`config.mk`:
```
export PLATFORM = sky130hd
export DESIGN_NAME = irq_ctrl
export DESIGN_NICKNAME = d
export VERILOG_FILES = /design/src/rtl/irq_ctrl_pkg.sv /design/src/rtl/irq_prio_enc.sv /design/src/rtl/irq_ctrl.sv
export SDC_FILE = /design/constraint.sdc
export NUM_CORES = 1
export LEC_CHECK = 0
export ABC_AREA = 1
export CAP_MARGIN = 20
export CORE_MARGIN = 2
export CORE_UTILIZATION = 45
export CTS_BUF_LIST = sky130_fd_sc_hd__clkbuf_8
export DETAILED_ROUTE_END_ITERATION = 7
export PLACE_DENSITY = 0.88
export RECOVER_POWER = 50
export SYNTH_ARGS = -nofsm -noshare
export SYNTH_HDL_FRONTEND = slang
export SYNTH_HIERARCHICAL = 1
export SYNTH_SLANG_ARGS = --single-unit
```
`constraint.sdc`:
```
create_clock -name clk -period 3.4 [get_ports clk]
set_input_delay 0.51 -clock clk [delete_from_list [all_inputs] [get_ports clk]]
set_output_delay 0.51 -clock clk [all_outputs]
set_load 0.01 [all_outputs]
```
`src/rtl/irq_ctrl_pkg.sv`:
```
// Shared types and constants for the interrupt controller.
package irq_ctrl_pkg;

   typedef enum logic [1:0] {
      ST_IDLE    = 2'd0,
      ST_REQ     = 2'd1,
      ST_SERVICE = 2'd2
   } state_e;

   localparam int unsigned ADDR_W = 3;
   localparam int unsigned DATA_W = 32;

   localparam logic [ADDR_W-1:0] REG_PENDING = 3'd0;
   localparam logic [ADDR_W-1:0] REG_MASK    = 3'd1;
   localparam logic [ADDR_W-1:0] REG_CAUSE   = 3'd2;
   localparam logic [ADDR_W-1:0] REG_EPC     = 3'd3;
   localparam logic [ADDR_W-1:0] REG_ACK     = 3'd4;

   // PC address taken on interrupt entry
   localparam logic [DATA_W-1:0] IRQ_VECTOR = 32'h8000_0008;
   // ia bit that marks kernel space
   localparam int unsigned KERNEL_BIT = 31;

   // Width of a source index; at least one bit even for a single source
   function automatic int unsigned idx_width(input int unsigned n);
      return (n > 1) ? $clog2(n) : 1;
   endfunction

endpackage

```
`src/rtl/irq_prio_enc.sv`:
```
// Fixed-priority encoder: lowest set index wins.
module irq_prio_enc
   import irq_ctrl_pkg::*;
#(
   parameter int unsigned NSRC = 8
) (
   input  logic [NSRC-1:0]              req,
   output logic                         valid,
   output logic [idx_width(NSRC)-1:0]   idx
);

   localparam int unsigned IDXW = idx_width(NSRC);

   // Scan from the top so the lowest set index is the last one written
   always_comb begin
      valid = 1'b0;
      idx   = '0;
      for (int i = int'(NSRC) - 1; i >= 0; i--) begin
         if (req[i]) begin
            valid = 1'b1;
            idx   = IDXW'(i);
         end
      end
   end

endmodule

```
`src/rtl/irq_ctrl.sv`:
```
// Interrupt controller: edge-detected pending sources, mask, fixed priority,
// PC-vectoring capture of cause/EPC and a small register port.
module irq_ctrl
   import irq_ctrl_pkg::*;
#(
   parameter int unsigned NSRC = 8
) (
   input  logic               clk,
   input  logic               reset,
   input  logic [NSRC-1:0]    irq_src,
   input  logic [DATA_W-1:0]  ia,
   input  logic [DATA_W-1:0]  pcin,
   input  logic               stall,
   output logic               irq,
   input  logic [ADDR_W-1:0]  addr,
   input  logic               we,
   input  logic               re,
   input  logic [DATA_W-1:0]  wdata,
   output logic [DATA_W-1:0]  rdata
);

   localparam int unsigned IDXW = idx_width(NSRC);

   state_e              state_q, state_d;
   logic [NSRC-1:0]     prev_src_q, prev_src_d;
   logic [NSRC-1:0]     pending_q, pending_d;
   logic [NSRC-1:0]     mask_q, mask_d;
   logic [IDXW-1:0]     cause_q, cause_d;
   logic [DATA_W-1:0]   epc_q, epc_d;
   logic                irq_q, irq_d;
   logic [DATA_W-1:0]   rdata_q, rdata_d;

   logic [NSRC-1:0]     active_c;
   logic [NSRC-1:0]     event_c;
   logic [NSRC-1:0]     clr_c;
   logic                win_valid_c;
   logic [IDXW-1:0]     win_idx_c;
   logic                accept_c;
   logic                wr_pending_c;
   logic                wr_mask_c;
   logic                wr_ack_c;
   logic [DATA_W-1:0]   rd_val_c;
   logic                unused_inputs_c;

   assign active_c     = pending_q & mask_q;
   assign event_c      = irq_src & ~prev_src_q;
   assign wr_pending_c = we && (addr == REG_PENDING);
   assign wr_mask_c    = we && (addr == REG_MASK);
   assign wr_ack_c     = we && (addr == REG_ACK);
   // Same condition the PC uses to take the vector this cycle
   assign accept_c     = irq_q & ~ia[KERNEL_BIT] & ~stall;

   // Only the kernel bit of ia and the source-wide slice of wdata matter
   assign unused_inputs_c = &{1'b0, ia[KERNEL_BIT-1:0], wdata[DATA_W-1:NSRC]};

   irq_prio_enc #(
      .NSRC (NSRC)
   ) u_prio (
      .req   (active_c),
      .valid (win_valid_c),
      .idx   (win_idx_c)
   );

   // Next-state, capture and pending update; new events always beat clears
   always_comb begin
      state_d    = state_q;
      prev_src_d = irq_src;
      mask_d     = mask_q;
      cause_d    = cause_q;
      epc_d      = epc_q;
      clr_c      = '0;

      if (wr_pending_c) clr_c = wdata[NSRC-1:0];
      if (wr_mask_c)    mask_d = wdata[NSRC-1:0];

      unique case (state_q)
         ST_IDLE: begin
            if (win_valid_c) state_d = ST_REQ;
         end
         ST_REQ: begin
            if (!win_valid_c) begin
               state_d = ST_IDLE;
            end else if (accept_c) begin
               state_d = ST_SERVICE;
               cause_d = win_idx_c;
               epc_d   = pcin;
               clr_c   = clr_c | (NSRC'(1) << win_idx_c);
            end
         end
         ST_SERVICE: begin
            if (wr_ack_c) state_d = ST_IDLE;
         end
         default: state_d = ST_IDLE;
      endcase

      pending_d = (pending_q & ~clr_c) | event_c;
      irq_d     = (state_d == ST_REQ);
   end

   // Register read mux; sampled into rdata only when re is high
   always_comb begin
      rd_val_c = '0;
      unique case (addr)
         REG_PENDING: rd_val_c = DATA_W'(pending_q);
         REG_MASK:    rd_val_c = DATA_W'(mask_q);
         REG_CAUSE: begin
            rd_val_c[DATA_W-1] = (state_q == ST_SERVICE);
            rd_val_c[IDXW-1:0] = cause_q;
         end
         REG_EPC:     rd_val_c = epc_q;
         default:     rd_val_c = '0;
      endcase
      rdata_d = re ? rd_val_c : rdata_q;
   end

   // State and register flops
   always_ff @(posedge clk or posedge reset) begin
      if (reset) begin
         state_q    <= ST_IDLE;
         prev_src_q <= '0;
         pending_q  <= '0;
         mask_q     <= '0;
         cause_q    <= '0;
         epc_q      <= '0;
         irq_q      <= 1'b0;
         rdata_q    <= '0;
      end else begin
         state_q    <= state_d;
         prev_src_q <= prev_src_d;
         pending_q  <= pending_d;
         mask_q     <= mask_d;
         cause_q    <= cause_d;
         epc_q      <= epc_d;
         irq_q      <= irq_d;
         rdata_q    <= rdata_d;
      end
   end

   assign irq   = irq_q;
   assign rdata = rdata_q;

endmodule

```
==> run metrics <==
Setup crit end kind=flop; worst vdd ir=302 uV; layout net count=720; initial antenna violation count=0; CTS tree=yes; Die Y=100 um; GRT met1 Usage=27.3%; Startpoint Class=flop; hold path startpoint=prev_src_q[4]; DR pass1 iterations=6; final wirelength=9.61 mm; Post-CTS Setup Inserts=0; GRT busiest layer=met2; max capacitance violation total=1; final hold viol count=0; Worst path most repeated cell=nand2_1; Synth Net Count=634; DR vias=3614; CP max-delay cell=nand2_1; area of the die=0.0100 mm^2; Root Driver=clkbuf_8; n_diodes=0; Worst Path Buf+Inv=3; Top FF cell, synth=dfrtp_1; most frequent cell after synthesis=nand2_1; Max FO, Critical Path=35; number of global-route vias before repair=3643; setup_tns=0 ns; Max Freq=0.366 GHz; relative slew slack=-35.6%; H-tree Lvls=3; Worst EP required=around 3.6 ns; first-pass GRT wire length=16.4 mm; Yosys reg bits=94; GRT Total Usage=20.5%; post-CTS sizing=0; crit-path cells=nand2_1 -> inv_1 -> or2_0 -> nor3_1 -> nand2_1 -> inv_1 -> nor2_1 -> nand2_1 -> inv_2 -> nand2_1 -> o21ai_0; share of layout cells above drive strength 1=between 4 and 5%; count of buffers from port buffering=89; setup ws final=0.669 ns; Die Wd=100 um; Largest delay share family, worst path=simple AND/OR/NAND/NOR gates; Crit Path Category=reg2reg; Routed Antenna Nets=0; drt drc=0; Power Dens Cells=578 mW/mm^2; clk_lat worst skew=0.36 ns; multiplexer share of the synthesized area=0%; static leakage=2.70 nW; Min Clock Period, post-route=2.73 ns; Seq/Total Area, Yosys=between 50% and 60%; dpl ws=0.735 ns; Post-Syn Area per Cell=7.95 um^2; post-synthesis xor/xnor area fraction=0%; Worst Clk Skew=0.0140 ns; worst r2r src=pending_q[7]; Placeable Area=just over 0.009 mm^2; Final Cell Area=0.00529 mm^2; IO Count=between 100 and 150; Synth async-reset ratio=100%; Hold Path End=pending_q[4]; reg-to-reg setup timing slack=0.67 ns; Hold/Removal Path Class=reg2reg; # rows=35; Netlist Area Pre-Place=slightly above 0.004 mm^2; Worst R2R End=epc_q[1]; adder-cell share of the synthesized area=0%; final worst path period share=80.3%; gr ovfl total=0; met2 usage=approximately a third; failing checks=capacitance limit, slew limit; Area contributors post-synth=dfrtp_1, nand2_1, inv_1, o21ai_0, nand3_1; initial DRC count=150; via/cell ratio=4.99; number of buffers created by CTS=9; Post-synth EDFFs=0; CTS clk-pin slew, worst paths=~0.10 ns; crit path DAT=just under 3 ns; instance area at placement=0.00512 mm^2; share of the synthesized area in the top cell type=56.7%; Synth Instances=522; wire per inst=13.3 um; cell taking the most area after synthesis=dfrtp_1; Initial Util=45.5%; synth cell count leaders=nand2_1, dfrtp_1, inv_1, o21ai_0, nand3_1; # setup viols final=0; Worst-Margin Slew=2.02 ns; RSZ-0062 raised after global routing=no; post-synthesis cell type count=22; CTS Sinks=94; clock tree buffer depth=2; Syn-to-layout area delta=27.5%; largest family of logic cells by synthesized area=simple AND/OR/NAND/NOR gates; Post-DP HPWL=7.15 mm; Reg2Reg Depth=11; slowest stage delay, CP=0.53 ns; GPL Wtd Cong=between 0.8 and 0.9; complex-gate fraction of the synthesized area=~4.2%; status=finished with violations; # hold bufs at CTS=0; largest net degree at the start of global routing=49; yosys warns=6; met3 Use GR=3.97%; Simple-Gate Fraction of Synth Area=about a third; hold path cells=3; Slew Limit Fails=49
==> sequential cells by signal, summed over array words and instances, names as in the netlist <==
register	cells
state_q	2
pending_q	8
cause_q	3
rdata	32
irq	1
mask_q	8
epc_q	32
prev_src_q	8
==> worst max path at each step <==
| stage | from | endpoint | slack [ns] | cells past startpoint |
|---|---|---|---|---|
| detailed placement | ia[31] | epc_q[1] | 0.74 | 8 |
| floorplan | reset | cause_q[0] | 0.44 | 1 |
| global placement | ia[31] | epc_q[1] | 0.80 | 8 |
| finish | pending_q[7] | epc_q[1] | 0.67 | 11 |
| CTS | pending_q[7] | epc_q[1] | 0.80 | 11 |
| global route | pending_q[7] | epc_q[1] | 0.34 | 11 |
==> layout by cell type (no fill, tap or decap), drive strengths merged <==
cell type      instances
nor2                  20
inv                   57
clkinvlp               1
o21ai                 30
a21oi                  2
buf                    3
or2                    1
nand4                 12
o211ai                 1
nand2                253
nor3                   7
clkdlybuf4s50         75
clkbuf                12
nand3b                 1
dfrtp                 94
nand3                 26
clkinv                 3
dlygate4sd3           14
a31oi                  1
==> layout make-up <==
class | count | area (um^2)
clock buffers | 9 | 124
clock inverters | 7 | 62.6
fillers | 802 | 3820
inverters | 54 | 204
multi-input cells | 354 | 1480
flip-flops and latches | 94 | 2350
well taps | 111 | 139
repair buffers | 95 | 926
==> tightest hold or removal path: cells and delay by family, from the launching register on <==
kind / cells / cell delay (ns)
and+or+nand+nor: 2 / 0.09
buffers and inverters: 1 / 0.03
DFF: 1 / 0.33
==> kinds of logic (layout without fill, tap and decap cells) <==
| family | Yosys count | after routing |
|---|---|---|
| AO/OA/AOI/OAI | 34 | 34 |
| buffers and inverters | 74 | 165 |
| flip-flops | 94 | 94 |
| AND/OR/NAND/NOR | 320 | 320 |
==> layer usage <==
layer | wire [um] | vias to the layer above
li1 | - | 1777
met1 | 4270 | 1679
met2 | 4550 | 146
met3 | 656 | 12
met4 | 135 | 0
met5 | 0 | -
==> power breakdown <==
| part | switching [W] | internal (W) | total, W | leakage, nW |
|---|---|---|---|---|
| Combinational | 0.000460 | 0.000329 | 0.000789 | 1.43 |
| Clock | 0.000425 | 0.000283 | 0.000708 | 0.0980 |
| Sequential | 0.000160 | 0.00140 | 0.00156 | 1.18 |
==> per-stage QoR <==
step	cells	util, %	total power [W]	hold WS, ns
finish	724	58.0	0.00305	0.479
CTS	724	58.2	0.00308	0.477
detailed placement	708	56.2	0.00238	0.464
floorplan	522	-	0.00207	0.449
global placement	708	56.2	0.00232	0.462
global route	724	58.0	0.00328	0.505
No activity file was read; power rests on OpenSTA's default activity.
